File: config.mk
export PLATFORM = sky130hd
export DESIGN_NAME = fifo_nibble_packer_flat
export DESIGN_NICKNAME = d
export VERILOG_FILES = /design/src/rtl/fifo_nibble_packer_pkg.sv /design/src/rtl/fifo_nibble_packer_if.sv /design/src/rtl/fifo_nibble_packer_slot_reg.sv /design/src/rtl/fifo_nibble_packer.sv /design/src/flat_wrapper.sv
export SDC_FILE = /design/constraint.sdc
export NUM_CORES = 1
export LEC_CHECK = 0
export CORE_ASPECT_RATIO = 1.4
export CORE_MARGIN = 2
export CORE_UTILIZATION = 40
export CTS_BUF_LIST = sky130_fd_sc_hd__clkbuf_8
export DETAILED_ROUTE_END_ITERATION = 8
export PLACE_DENSITY = 0.69
export SYNTH_ARGS = -nofsm -noshare
export SYNTH_HDL_FRONTEND = slang
export SYNTH_HIERARCHICAL = 1
export SYNTH_SLANG_ARGS = --single-unit
File: constraint.sdc
create_clock -name rclk -period 4.25 [get_ports rclk]
set_clock_uncertainty 0.2 [all_clocks]
set_input_delay 0.85 -clock rclk [delete_from_list [all_inputs] [get_ports rclk]]
set_output_delay 0.85 -clock rclk [all_outputs]
set_load 0.03 [all_outputs]
File: src/rtl/fifo_nibble_packer_pkg.sv
// Shared types and constants for the nibble packer: default widths, FSM states and
// the counter-width helper used by the interface and the RTL.
package fifo_nibble_packer_pkg;

    localparam int unsigned NibWDefault = 4;
    localparam int unsigned NibsDefault = 4;

    typedef enum logic {
        StFill,
        StHold
    } state_e;

    // Bits needed to hold a nibble count in 0..nibs inclusive.
    function automatic int unsigned cnt_width(input int unsigned nibs);
        return $clog2(nibs + 1);
    endfunction

endpackage

File: src/rtl/fifo_nibble_packer_if.sv
// FIFO read port plus downstream word handshake of the nibble packer.
// master = packer side, slave = FIFO/consumer side.
interface fifo_nibble_packer_if
    import fifo_nibble_packer_pkg::*;
#(
    parameter int unsigned NIB_W = NibWDefault,
    parameter int unsigned NIBS  = NibsDefault
);

    localparam int unsigned CNT_W = cnt_width(NIBS);

    logic                    mem_empty;
    logic [NIB_W-1:0]        fifo_data;
    logic                    r_en;
    logic                    flush;
    logic [NIB_W*NIBS-1:0]   word_out;
    logic [CNT_W-1:0]        word_cnt;
    logic                    word_valid;
    logic                    word_ready;

    modport master (
        input  mem_empty, fifo_data, flush, word_ready,
        output r_en, word_out, word_cnt, word_valid
    );

    modport slave (
        output mem_empty, fifo_data, flush, word_ready,
        input  r_en, word_out, word_cnt, word_valid
    );

endinterface

File: src/rtl/fifo_nibble_packer_slot_reg.sv
// Word register built from NIBS nibble slots: one slot written per cycle by index,
// whole word cleared synchronously.
module fifo_nibble_packer_slot_reg #(
    parameter int unsigned NIB_W = 4,
    parameter int unsigned NIBS  = 4,
    parameter int unsigned CNT_W = 3
) (
    input  logic                  clk,
    input  logic                  rst_n,
    input  logic                  clr,
    input  logic                  we,
    input  logic [CNT_W-1:0]      idx,
    input  logic [NIB_W-1:0]      din,
    output logic [NIB_W*NIBS-1:0] word
);

    logic [NIB_W*NIBS-1:0] word_q;

    always_ff @(posedge clk or negedge rst_n) begin
        if (!rst_n) begin
            word_q <= '0;
        end else if (clr) begin
            word_q <= '0;
        end else if (we) begin
            for (int unsigned i = 0; i < NIBS; i++) begin
                if (idx == CNT_W'(i)) begin
                    word_q[i*NIB_W +: NIB_W] <= din;
                end
            end
        end
    end

    assign word = word_q;

endmodule

File: src/rtl/fifo_nibble_packer.sv
// Read-side consumer of the nibble FIFO: pops entries, packs NIBS of them LSB-first
// into a word and offers it on valid/ready; flush emits a partial word with its count.
module fifo_nibble_packer
    import fifo_nibble_packer_pkg::*;
#(
    parameter int unsigned NIB_W = NibWDefault,
    parameter int unsigned NIBS  = NibsDefault
) (
    input  logic                 rclk,
    input  logic                 rst_n,
    fifo_nibble_packer_if.master bus
);

    localparam int unsigned       CNT_W   = cnt_width(NIBS);
    localparam logic [CNT_W-1:0]  CntFull = CNT_W'(NIBS);
    localparam logic [CNT_W:0]    NibsExt = (CNT_W + 1)'(NIBS);

    state_e              state_q;
    logic [CNT_W-1:0]    cnt_q;
    logic                inflight_q;
    logic                flush_pend_q;
    logic [CNT_W-1:0]    word_cnt_q;
    logic                word_valid_q;

    logic [CNT_W:0]      occupancy;
    logic [CNT_W-1:0]    cnt_inc;
    logic                r_en;
    logic                capture;
    logic                clear_word;
    logic [NIB_W*NIBS-1:0] word;

    // Slots already filled plus the one whose data arrives next edge.
    assign occupancy  = {1'b0, cnt_q} + {{CNT_W{1'b0}}, inflight_q};
    assign cnt_inc    = cnt_q + CNT_W'(1);

    // Gated with rst_n so no pop request escapes while the FIFO side sees reset.
    assign r_en = rst_n && (state_q == StFill) && !bus.mem_empty && !flush_pend_q &&
                  (occupancy < NibsExt);

    assign capture    = (state_q == StFill) && inflight_q;
    assign clear_word = (state_q == StHold) && bus.word_ready;

    fifo_nibble_packer_slot_reg #(
        .NIB_W (NIB_W),
        .NIBS  (NIBS),
        .CNT_W (CNT_W)
    ) u_slot_reg (
        .clk   (rclk),
        .rst_n (rst_n),
        .clr   (clear_word),
        .we    (capture),
        .idx   (cnt_q),
        .din   (bus.fifo_data),
        .word  (word)
    );

    always_ff @(posedge rclk or negedge rst_n) begin
        if (!rst_n) begin
            state_q      <= StFill;
            cnt_q        <= '0;
            inflight_q   <= 1'b0;
            flush_pend_q <= 1'b0;
            word_cnt_q   <= '0;
            word_valid_q <= 1'b0;
        end else begin
            unique case (state_q)
                StFill: begin
                    inflight_q <= r_en;
                    if (inflight_q) begin
                        cnt_q <= cnt_inc;
                    end
                    if (inflight_q && (cnt_inc == CntFull)) begin
                        state_q      <= StHold;
                        word_valid_q <= 1'b1;
                        word_cnt_q   <= CntFull;
                        flush_pend_q <= 1'b0;
                    end else if (flush_pend_q && !inflight_q) begin
                        state_q      <= StHold;
                        word_valid_q <= 1'b1;
                        word_cnt_q   <= cnt_q;
                        flush_pend_q <= 1'b0;
                    end else if (bus.flush && ((cnt_q != '0) || inflight_q)) begin
                        flush_pend_q <= 1'b1;
                    end
                end
                StHold: begin
                    inflight_q <= 1'b0;
                    if (bus.word_ready) begin
                        state_q      <= StFill;
                        word_valid_q <= 1'b0;
                        word_cnt_q   <= '0;
                        cnt_q        <= '0;
                    end
                end
            endcase
        end
    end

    assign bus.r_en       = r_en;
    assign bus.word_out   = word;
    assign bus.word_cnt   = word_cnt_q;
    assign bus.word_valid = word_valid_q;

endmodule

File: src/flat_wrapper.sv
// flat-port wrapper written by rule: the top's interface ports become plain ports
module fifo_nibble_packer_flat import fifo_nibble_packer_pkg::*;
#(
    parameter int unsigned NIB_W = NibWDefault,
    parameter int unsigned NIBS  = NibsDefault
)
  (rclk, rst_n, bus_mem_empty, bus_fifo_data, bus_flush, bus_word_ready, bus_r_en, bus_word_out, bus_word_cnt, bus_word_valid);
  fifo_nibble_packer_if #(.NIB_W(NIB_W), .NIBS(NIBS)) bus_i ();
  input  logic rclk;
  input  logic rst_n;
  input wire logic [$bits(bus_i.mem_empty)-1:0] bus_mem_empty;
  input wire logic [$bits(bus_i.fifo_data)-1:0] bus_fifo_data;
  input wire logic [$bits(bus_i.flush)-1:0] bus_flush;
  input wire logic [$bits(bus_i.word_ready)-1:0] bus_word_ready;
  output wire logic [$bits(bus_i.r_en)-1:0] bus_r_en;
  output wire logic [$bits(bus_i.word_out)-1:0] bus_word_out;
  output wire logic [$bits(bus_i.word_cnt)-1:0] bus_word_cnt;
  output wire logic [$bits(bus_i.word_valid)-1:0] bus_word_valid;
  assign bus_i.mem_empty = bus_mem_empty;
  assign bus_i.fifo_data = bus_fifo_data;
  assign bus_i.flush = bus_flush;
  assign bus_i.word_ready = bus_word_ready;
  assign bus_r_en = bus_i.r_en;
  assign bus_word_out = bus_i.word_out;
  assign bus_word_cnt = bus_i.word_cnt;
  assign bus_word_valid = bus_i.word_valid;
  fifo_nibble_packer #(.NIB_W(NIB_W), .NIBS(NIBS)) u_core (.rclk(rclk), .rst_n(rst_n), .bus(bus_i));
endmodule
==> results.toml, run 1 <==
[flow_run]
max-cap-violations = 0

[die]
io-pin-count = 30
start_util_pct = 42.4
fp.dieH_um = 72.7
dieArea_sq_um = 3860
die_x_um = 53.1
placementRows = 24
core_area_sq_um = 3180

[cells_and_area]
nFillCells = 322
final_common_cell = "clkdlybuf4s50_1"
fin_nets = 159
antenna_cells = 0
area_delta_synth_final_pct = 27.9
fin_area_sq_um = 1730
mostFrequentLayoutCells = "clkdlybuf4s50_1 (28), dfrtp_1 (26), nand2b_1 (20)"
layout-drive-gt1-share_pct = 7.53

[sta]
max_freq_ghz = 0.303
rsz0062_at_grt = "false"
tightest_slew_ns = 0.942
post-route-min-period_ns = 3.30
drv_slew = 0
slew_headroom_pct = 37.0
setup_ws_ns = 0.953
period_share_pct = 77.6
hold_viol_final = 0
finalSetupTns_ns = 0
setup_viol = 0

[yosys]
synthCells = 119
async_flop_share_pct = 100
synth.cell_area_sq_um = 1350
yosysWarnings = 6
synth_fp_nets = 131
ys_types = 30
synth-seq-cells = 26
synth_edf_count = 0
ys_seq_area_share_pct = 48.2
avgSynthCellArea_sq_um = 11.3
ys.flop_type = "dfrtp_1"

[clock_tree]
cts-htree-levels = 1
cts_resized = 0
cts_tree = "done"
path_clk_slew_ns = 0.09
cts_hold_buffers = 0
cts_setup_buffers = 0
clock_sinks = 26
cts_buffer_depth = 2
insertion_delay_ns = 0.27
cts_root_buf = "clkbuf_8"
numCtsBuffers = 3

[global_routing]
grt_pass1_wl_um = 4530
first_global_vias = 932
antenna_found_initial = 0
overflow = 0
grt_start_max_net_pins = 27
track_usage_pct = 16.2

[placement]
hpwlAfterDp_um = 2050
placed_area_sq_um = 1650
place.gp.congestion = 0.725
pre_cts_slack_ns = 0.952
port_buffers = 29

[routing]
firstDrtPassIters = 4
drtIter0Drc = 10
avgViaCountPerCell = 5.31
routed_wl_um = 2830
ant_nets = 0
drc_errors = 0
vias = 983
wl_per_cell_um = 15.3

[pwr]
power_density_nw_per_um2 = 510
peakVddDrop_mv = 0.272
leakage_nw = 0.803

[worst_hold_path]
hold_depth = 1
min_to = "u_core/inflight_q"
hold_class = "register to register"
hp-start = "u_core/flush_pend_q"

[critical_path]
arrival_ns = 2.25
critPathKind = "input port to output pin"
critPathMaxFanout = 2
worstReg2RegEnd = "u_core/u_slot_reg/word[1]"
crit_required_ns = 3.20
r2r-start = "u_core/state_q"
r2r_cells = 4
startpoint = "rst_n"
regToRegSetupSlack_ns = 2.07
cp-start-kind = "input port"
end_kind = "output pin"

[outcome]
outcome = "completed"
==> cell usage after synthesis, types with 2 or more instances <==
master	n	area share [%]
a21oi_1	5	1.9
nand4bb_1	2	1.7
dfrtp_1	26	48
mux2i_1	17	13
a311oi_1	2	1.3
nand4b_1	2	1.3
o21ai_0	5	1.9
a32o_1	2	1.5
clkbuf_2	2	0.74
buf_2	2	0.74
inv_1	9	2.5
nand2b_1	20	9.3
nor2b_1	3	1.4
ha_1	3	2.8
a31oi_1	2	0.93
a31o_2	2	1.3
clkbuf_1	2	0.56
==> per-layer routing <==
| metal | share of wire (%) | up-vias | track usage [%] |
|---|---|---|---|
| li1 | - | 466 | - |
| met1 | 42 | 489 | 20.5 |
| met2 | 52 | 26 | 26.9 |
| met3 | 5.3 | 2 | 3.07 |
| met4 | 0.71 | 0 | 5.98 |
| met5 | 0 | - | 0 |
==> worst max-delay path by stage <==
| stage | slack [ns] | endpoint | cells after the start |
|---|---|---|---|
| global route | 0.93 | bus_r_en | 4 |
| CTS | 0.95 | bus_r_en | 4 |
| floorplan | 1.08 | bus_r_en | 2 |
| global placement | 1.02 | bus_r_en | 4 |
| finish | 0.95 | bus_r_en | 4 |
| detailed placement | 0.95 | bus_r_en | 4 |
==> stage by stage <==
stage	util (%)	power [mW]	std cells	hold WS [ns]
2_1_floorplan	-	0.567	119	0.262
3_3_place_gp	52.0	0.675	181	0.291
3_5_place_dp	52.0	0.686	181	0.308
4_1_cts	54.2	0.891	185	0.322
5_1_grt	54.2	0.935	185	0.352
6_report	54.2	0.880	185	0.323
==> flip-flops by register name, summed over array words and instances (netlist names) <==
register and count:
u_core/flush_pend_q 1, u_core/bus.word_valid 1, u_core/state_q 1, u_core/bus.word_cnt 3
u_core/inflight_q 1, u_core/u_slot_reg/word 16, u_core/cnt_q 3
==> critical path: stages <==
cell             delay [ns]
clkdlybuf4s50_1        0.49
or4b_4                 0.48
a311oi_1               0.23
buf_4                  0.21
==> cell type report <==
class	instances	area [sq um]	area share (%)
clock buffers	3	41.3	2.39
clock inverters	1	30.0	1.74
inverters	9	33.8	1.96
multi-input cells	77	626	36.3
flip-flops and latches	26	651	37.7
well taps	39	48.8	2.83
repair buffers	30	295	17.1
==> power by group <==
part / internal (mW) / switching, mW
registers: 0.295 / 0.0636
logic: 0.145 / 0.176
clock network: 0.126 / 0.0753
total: 0.566 / 0.314
==> kinds of logic (layout without fill, tap and decap cells) <==
| logic type | count (synthesis) | after routing | synth area share [%] |
|---|---|---|---|
| XOR/XNOR | 2 | 2 | 1.30 |
| AO/OA/AOI/OAI | 21 | 21 | 10.7 |
| buffers and inverters | 16 | 43 | 5.38 |
| multiplexers | 18 | 18 | 13.5 |
| adder cells (fa/ha/maj) | 3 | 3 | 2.78 |
| flip-flops | 26 | 26 | 48.2 |
| AND/OR/NAND/NOR | 33 | 33 | 18.2 |
Note: power is estimated with default switching activity, not from simulation.
==> run 2: changes to the inputs <==
==> constraint.sdc (replaced) <==
create_clock -name rclk -period 3.1 [get_ports rclk]
set_clock_uncertainty 0.2 [all_clocks]
set_input_delay 0.62 -clock rclk [delete_from_list [all_inputs] [get_ports rclk]]
set_output_delay 0.62 -clock rclk [all_outputs]
set_load 0.03 [all_outputs]
==> run 2 against run 1 <==
Via count increased by 0.51%; final cell count increased by 0.54%; setup slack got worse by 0.66 ns; non-clock buffer count increased by 1; register-to-register slack got worse by 0.93 ns; total power increased by 30%; first-iteration DRC count increased by 70%; global-route usage increased by 0.22 points; worst hold slack got worse by 0.0072 ns; wire length decreased by 4.3%; final area decreased by 0.51%; clock-buffer cell count increased by 1; largest power group unchanged.
==> results.toml, run 2 (synthesized netlist as in run 1, its figures left out) <==
[outcome]
outcome = "completed"

[pwr]
switchingPower_uw = 425
clkPwrFrac_pct = 18.7
power_switching_share_pct = 37.1
power_density_nw_per_um2 = 667
peakVddDrop_mv = 0.359
sequentialPowerShare_pct = 42.7
comb_power_share_pct = 38.6
internal-power_uw = 720
leakage_nw = 0.801
power_mw = 1.14

[clock_tree]
cts_root_buf = "clkbuf_8"
cts-htree-levels = 1
numCtsBuffers = 3
insertion_delay_ns = 0.27
cts_setup_buffers = 0
path_clk_slew_ns = 0.09
cts_tree = "done"
cts_hold_buffers = 0
cts_resized = 0
cts_buffer_depth = 2
clock_sinks = 26

[sta]
slew_headroom_pct = 70.8
drv_slew = 0
hold_viol_final = 0
tightest_slew_ns = 0.436
period_share_pct = 90.4
setup_viol = 0
post-route-min-period_ns = 2.80
rsz0062_at_grt = "false"
max_freq_ghz = 0.357
finalSetupTns_ns = 0

[cells_and_area]
area_delta_synth_final_pct = 27.3
final_util_pct = 53.9
nFillCells = 319
largest_register_ffs = 16
fin_area_sq_um = 1720
mostFrequentLayoutCells = "clkdlybuf4s50_1 (28), dfrtp_1 (26), nand2b_1 (20)"
fin_nets = 160
final_common_cell = "clkdlybuf4s50_1"
layout-drive-gt1-share_pct = 8.16
antenna_cells = 0

[routing]
vias = 988
wl_per_cell_um = 14.6
drtIter0Drc = 17
firstDrtPassIters = 4
avgViaCountPerCell = 5.31
ant_nets = 0
drc_errors = 0
routed_wl_um = 2710

[placement]
placed_area_sq_um = 1660
place.gp.congestion = 0.736
port_buffers = 29
hpwlAfterDp_um = 1980

[critical_path]
cpPeakStageDelay_ns = 0.48
path_delay_family = "buffers and inverters"
path_cells = "clkdlybuf4s50_1, or4b_4, a311oi_1, buf_4"
slowest_stage = "clkdlybuf4s50_1"
arrival_ns = 1.98
cp-start-kind = "input port"
critPathMaxFanout = 2
cp.buffers_inverters = 2
end_kind = "output pin"
crit_required_ns = 2.28
critPathKind = "input port to output pin"

[die]
start_util_pct = 42.4
core_area_sq_um = 3180
dieArea_sq_um = 3860
io-pin-count = 30
die_x_um = 53.1
placementRows = 24
fp.dieH_um = 72.7

[global_routing]
grt_start_max_net_pins = 27
overflow = 0
antenna_found_initial = 0
first_global_vias = 1069
track_usage_pct = 16.4
grt_pass1_wl_um = 4690

[worst_hold_path]
hold_class = "register to register"

[flow_run]
max-cap-violations = 0
-- run 2: layout make-up --
cell class                      instances  area (sq um)  share of cell area [%]
Clock buffer                            4          55.1                    3.21
Inverter                                9          33.8                    1.97
Multi-Input combinational cell         77           626                    36.4
Sequential cell                        26           651                    37.9
Tap cell                               39          48.8                    2.84
Timing Repair Buffer                   31           303                    17.6
-- run 2: final timing paths --
kind                                     start  cells past startpoint  slack, ns                        end
setup / recovery                         rst_n                      4       0.30                   bus_r_en
hold / removal             u_core/flush_pend_q                      1       0.32          u_core/inflight_q
setup reg to reg             u_core/inflight_q                      3       1.14  u_core/u_slot_reg/word[1]
hold reg to reg            u_core/flush_pend_q                      1       0.32          u_core/inflight_q
max in group asynchronous                rst_n                      2       1.90     u_core/bus.word_cnt[0]
min in group asynchronous                rst_n                      2       0.55            u_core/cnt_q[2]
-- run 2: power groups by stage --
| stage | clock network (mW) | registers, mW | logic [mW] |
|---|---|---|---|
| after CTS | 0.223 | 0.489 | 0.448 |
| after global routing | 0.239 | 0.502 | 0.487 |
| final | 0.214 | 0.489 | 0.442 |
| after global placement | 0 | 0.494 | 0.438 |
| after floorplan | 0 | 0.560 | 0.217 |
| after detailed placement | 0 | 0.495 | 0.447 |
-- run 2: worst reg2reg max path, delay by kind of cell (launching register included) --
| family | cells | cell delay, ns |
|---|---|---|
| AND/OR/NAND/NOR | 2 | 0.91 |
| flip-flops | 1 | 0.53 |
| multiplexers | 1 | 0.25 |
-- run 2: metal layers --
metal	vias up	share of wire [%]	global-route usage, %
li1	473	-	-
met1	478	42	20.0
met2	33	51	28.1
met3	4	5.6	3.69
met4	0	1.3	5.41
met5	-	0	0
-- run 2: per-stage QoR --
stage                     setup slack [ns]  hold WS [ns]  cells
after floorplan                      0.393         0.124    119
after global placement               0.329         0.291    182
after detailed placement             0.303         0.301    182
after CTS                            0.295         0.318    186
after global routing                 0.252         0.340    186
final                                0.297         0.316    186
==> run 3: changes to the inputs <==
--- a/config.mk
+++ b/config.mk
@@ -10,6 +10,7 @@
 export CORE_UTILIZATION = 40
 export CTS_BUF_LIST = sky130_fd_sc_hd__clkbuf_8
 export DETAILED_ROUTE_END_ITERATION = 8
+export MAX_ROUTING_LAYER = met4
 export PLACE_DENSITY = 0.69
 export SYNTH_ARGS = -nofsm -noshare
 export SYNTH_HDL_FRONTEND = slang
==> run 3 against run 2 <==
First-iteration DRC count increased by 71%; final cell count unchanged; total power about the same; final area unchanged; combinational power about the same; highest routed layer unchanged; fmax unchanged; wire length increased by 0.48%.
==> results.toml, run 3 (synthesized netlist as in run 1, its figures left out) <==
[clock_tree]
clock_sinks = 26
cts_root_buf = "clkbuf_8"
cts_tree = "done"
path_clk_slew_ns = 0.09
cts_setup_buffers = 0
cts_resized = 0
numCtsBuffers = 3
insertion_delay_ns = 0.27
cts-htree-levels = 1
cts_hold_buffers = 0
cts_buffer_depth = 2

[pwr]
clkPwrFrac_pct = 18.7
sequentialPowerShare_pct = 42.7
power_switching_share_pct = 37.1
switchingPower_uw = 424
leakage_nw = 0.801
comb_power_share_pct = 38.6
power_density_nw_per_um2 = 667
internal-power_uw = 720
peakVddDrop_mv = 0.360

[critical_path]
r2r_cells = 3
regToRegSetupSlack_ns = 1.15
critPathMaxFanout = 2
cp-start-kind = "input port"
end_kind = "output pin"
worstReg2RegEnd = "u_core/u_slot_reg/word[1]"
r2r-start = "u_core/inflight_q"
crit_required_ns = 2.28
startpoint = "rst_n"
arrival_ns = 1.98
crit_path_end = "bus_r_en"
critPathKind = "input port to output pin"

[die]
io-pin-count = 30
fp.dieH_um = 72.7
core_area_sq_um = 3180
placementRows = 24
start_util_pct = 42.4
dieArea_sq_um = 3860
die_x_um = 53.1

[placement]
port_buffers = 29
hpwlAfterDp_um = 1980
placed_cells = 182
place.gp.congestion = 0.745

[global_routing]
grt_pass1_wl_um = 4690
grt_start_max_net_pins = 27
track_usage_pct = 16.9
first_global_vias = 1069
overflow = 0
antenna_found_initial = 0

[sta]
setup_viol = 0
post-route-min-period_ns = 2.80
period_share_pct = 90.4
max_freq_ghz = 0.357
hold_viol_final = 0
drv_slew = 0
finalSetupTns_ns = 0
tightest_slew_ns = 0.428
slew_headroom_pct = 71.3
rsz0062_at_grt = "false"

[cells_and_area]
fin_nets = 160
layout-drive-gt1-share_pct = 8.16
area_delta_synth_final_pct = 27.3
antenna_cells = 0
largest_register_ffs = 16
final_util_pct = 53.9
final_common_cell = "clkdlybuf4s50_1"
instances_no_fill = 186
mostFrequentLayoutCells = "clkdlybuf4s50_1 (28), dfrtp_1 (26), nand2b_1 (20)"

[routing]
vias = 995
drc_errors = 0
routed_wl_um = 2720
ant_nets = 0
firstDrtPassIters = 4
wl_per_cell_um = 14.6
avgViaCountPerCell = 5.35
drtIter0Drc = 29

[worst_hold_path]
hp-start = "u_core/flush_pend_q"
hold_class = "register to register"

[outcome]
outcome = "completed"

[flow_run]
max-cap-violations = 0
==> run 3: cell counts in the layout (fill, tap and decap cells not counted) <==
Identical to the previous run, type by type.
==> run 3: worst min path at each step <==
| stage | to | cells past startpoint | slack, ns |
|---|---|---|---|
| floorplan | u_core/bus.word_cnt[0] | 0 | 0.12 |
| global placement | u_core/inflight_q | 1 | 0.29 |
| detailed placement | u_core/inflight_q | 1 | 0.30 |
| CTS | u_core/inflight_q | 1 | 0.32 |
| global route | u_core/inflight_q | 1 | 0.34 |
| finish | u_core/inflight_q | 1 | 0.32 |
==> run 3: power by group through the flow <==
stage | Combinational [mW] | Clock [mW] | Sequential, mW
6_report | 0.442 | 0.214 | 0.488
5_1_grt | 0.487 | 0.239 | 0.502
3_5_place_dp | 0.447 | 0 | 0.495
4_1_cts | 0.448 | 0.223 | 0.489
2_1_floorplan | 0.217 | 0 | 0.560
3_3_place_gp | 0.438 | 0 | 0.494
==> run 3: metal layers <==
metal	track usage (%)	part of all wire, %
met5	-	0
met4	5.41	1.2
met3	3.07	4.4
met2	28.1	50
met1	20.4	44
==> run 3: area by class of cell <==
class / instances / area, sq um
repair buffers: 31 / 303
well taps: 39 / 48.8
flip-flops and latches: 26 / 651
fillers: 319 / 1470
multi-input cells: 77 / 626
inverters: 9 / 33.8
clock buffers: 4 / 55.1
==> run 3: worst max-delay path: stages <==
cell and delay, ns:
clkdlybuf4s50_1 0.48, or4b_4 0.47, a311oi_1 0.21, buf_4 0.20
==> run 3: metrics by stage <==
stage | hold slack [ns] | setup slack [ns] | instance area, sq um | power, mW
after floorplan | 0.124 | 0.393 | 1350 | 0.777
after global placement | 0.291 | 0.329 | 1660 | 0.931
after detailed placement | 0.301 | 0.303 | 1660 | 0.942
after CTS | 0.318 | 0.295 | 1720 | 1.16
after global routing | 0.340 | 0.252 | 1720 | 1.23
final | 0.316 | 0.297 | 1720 | 1.14
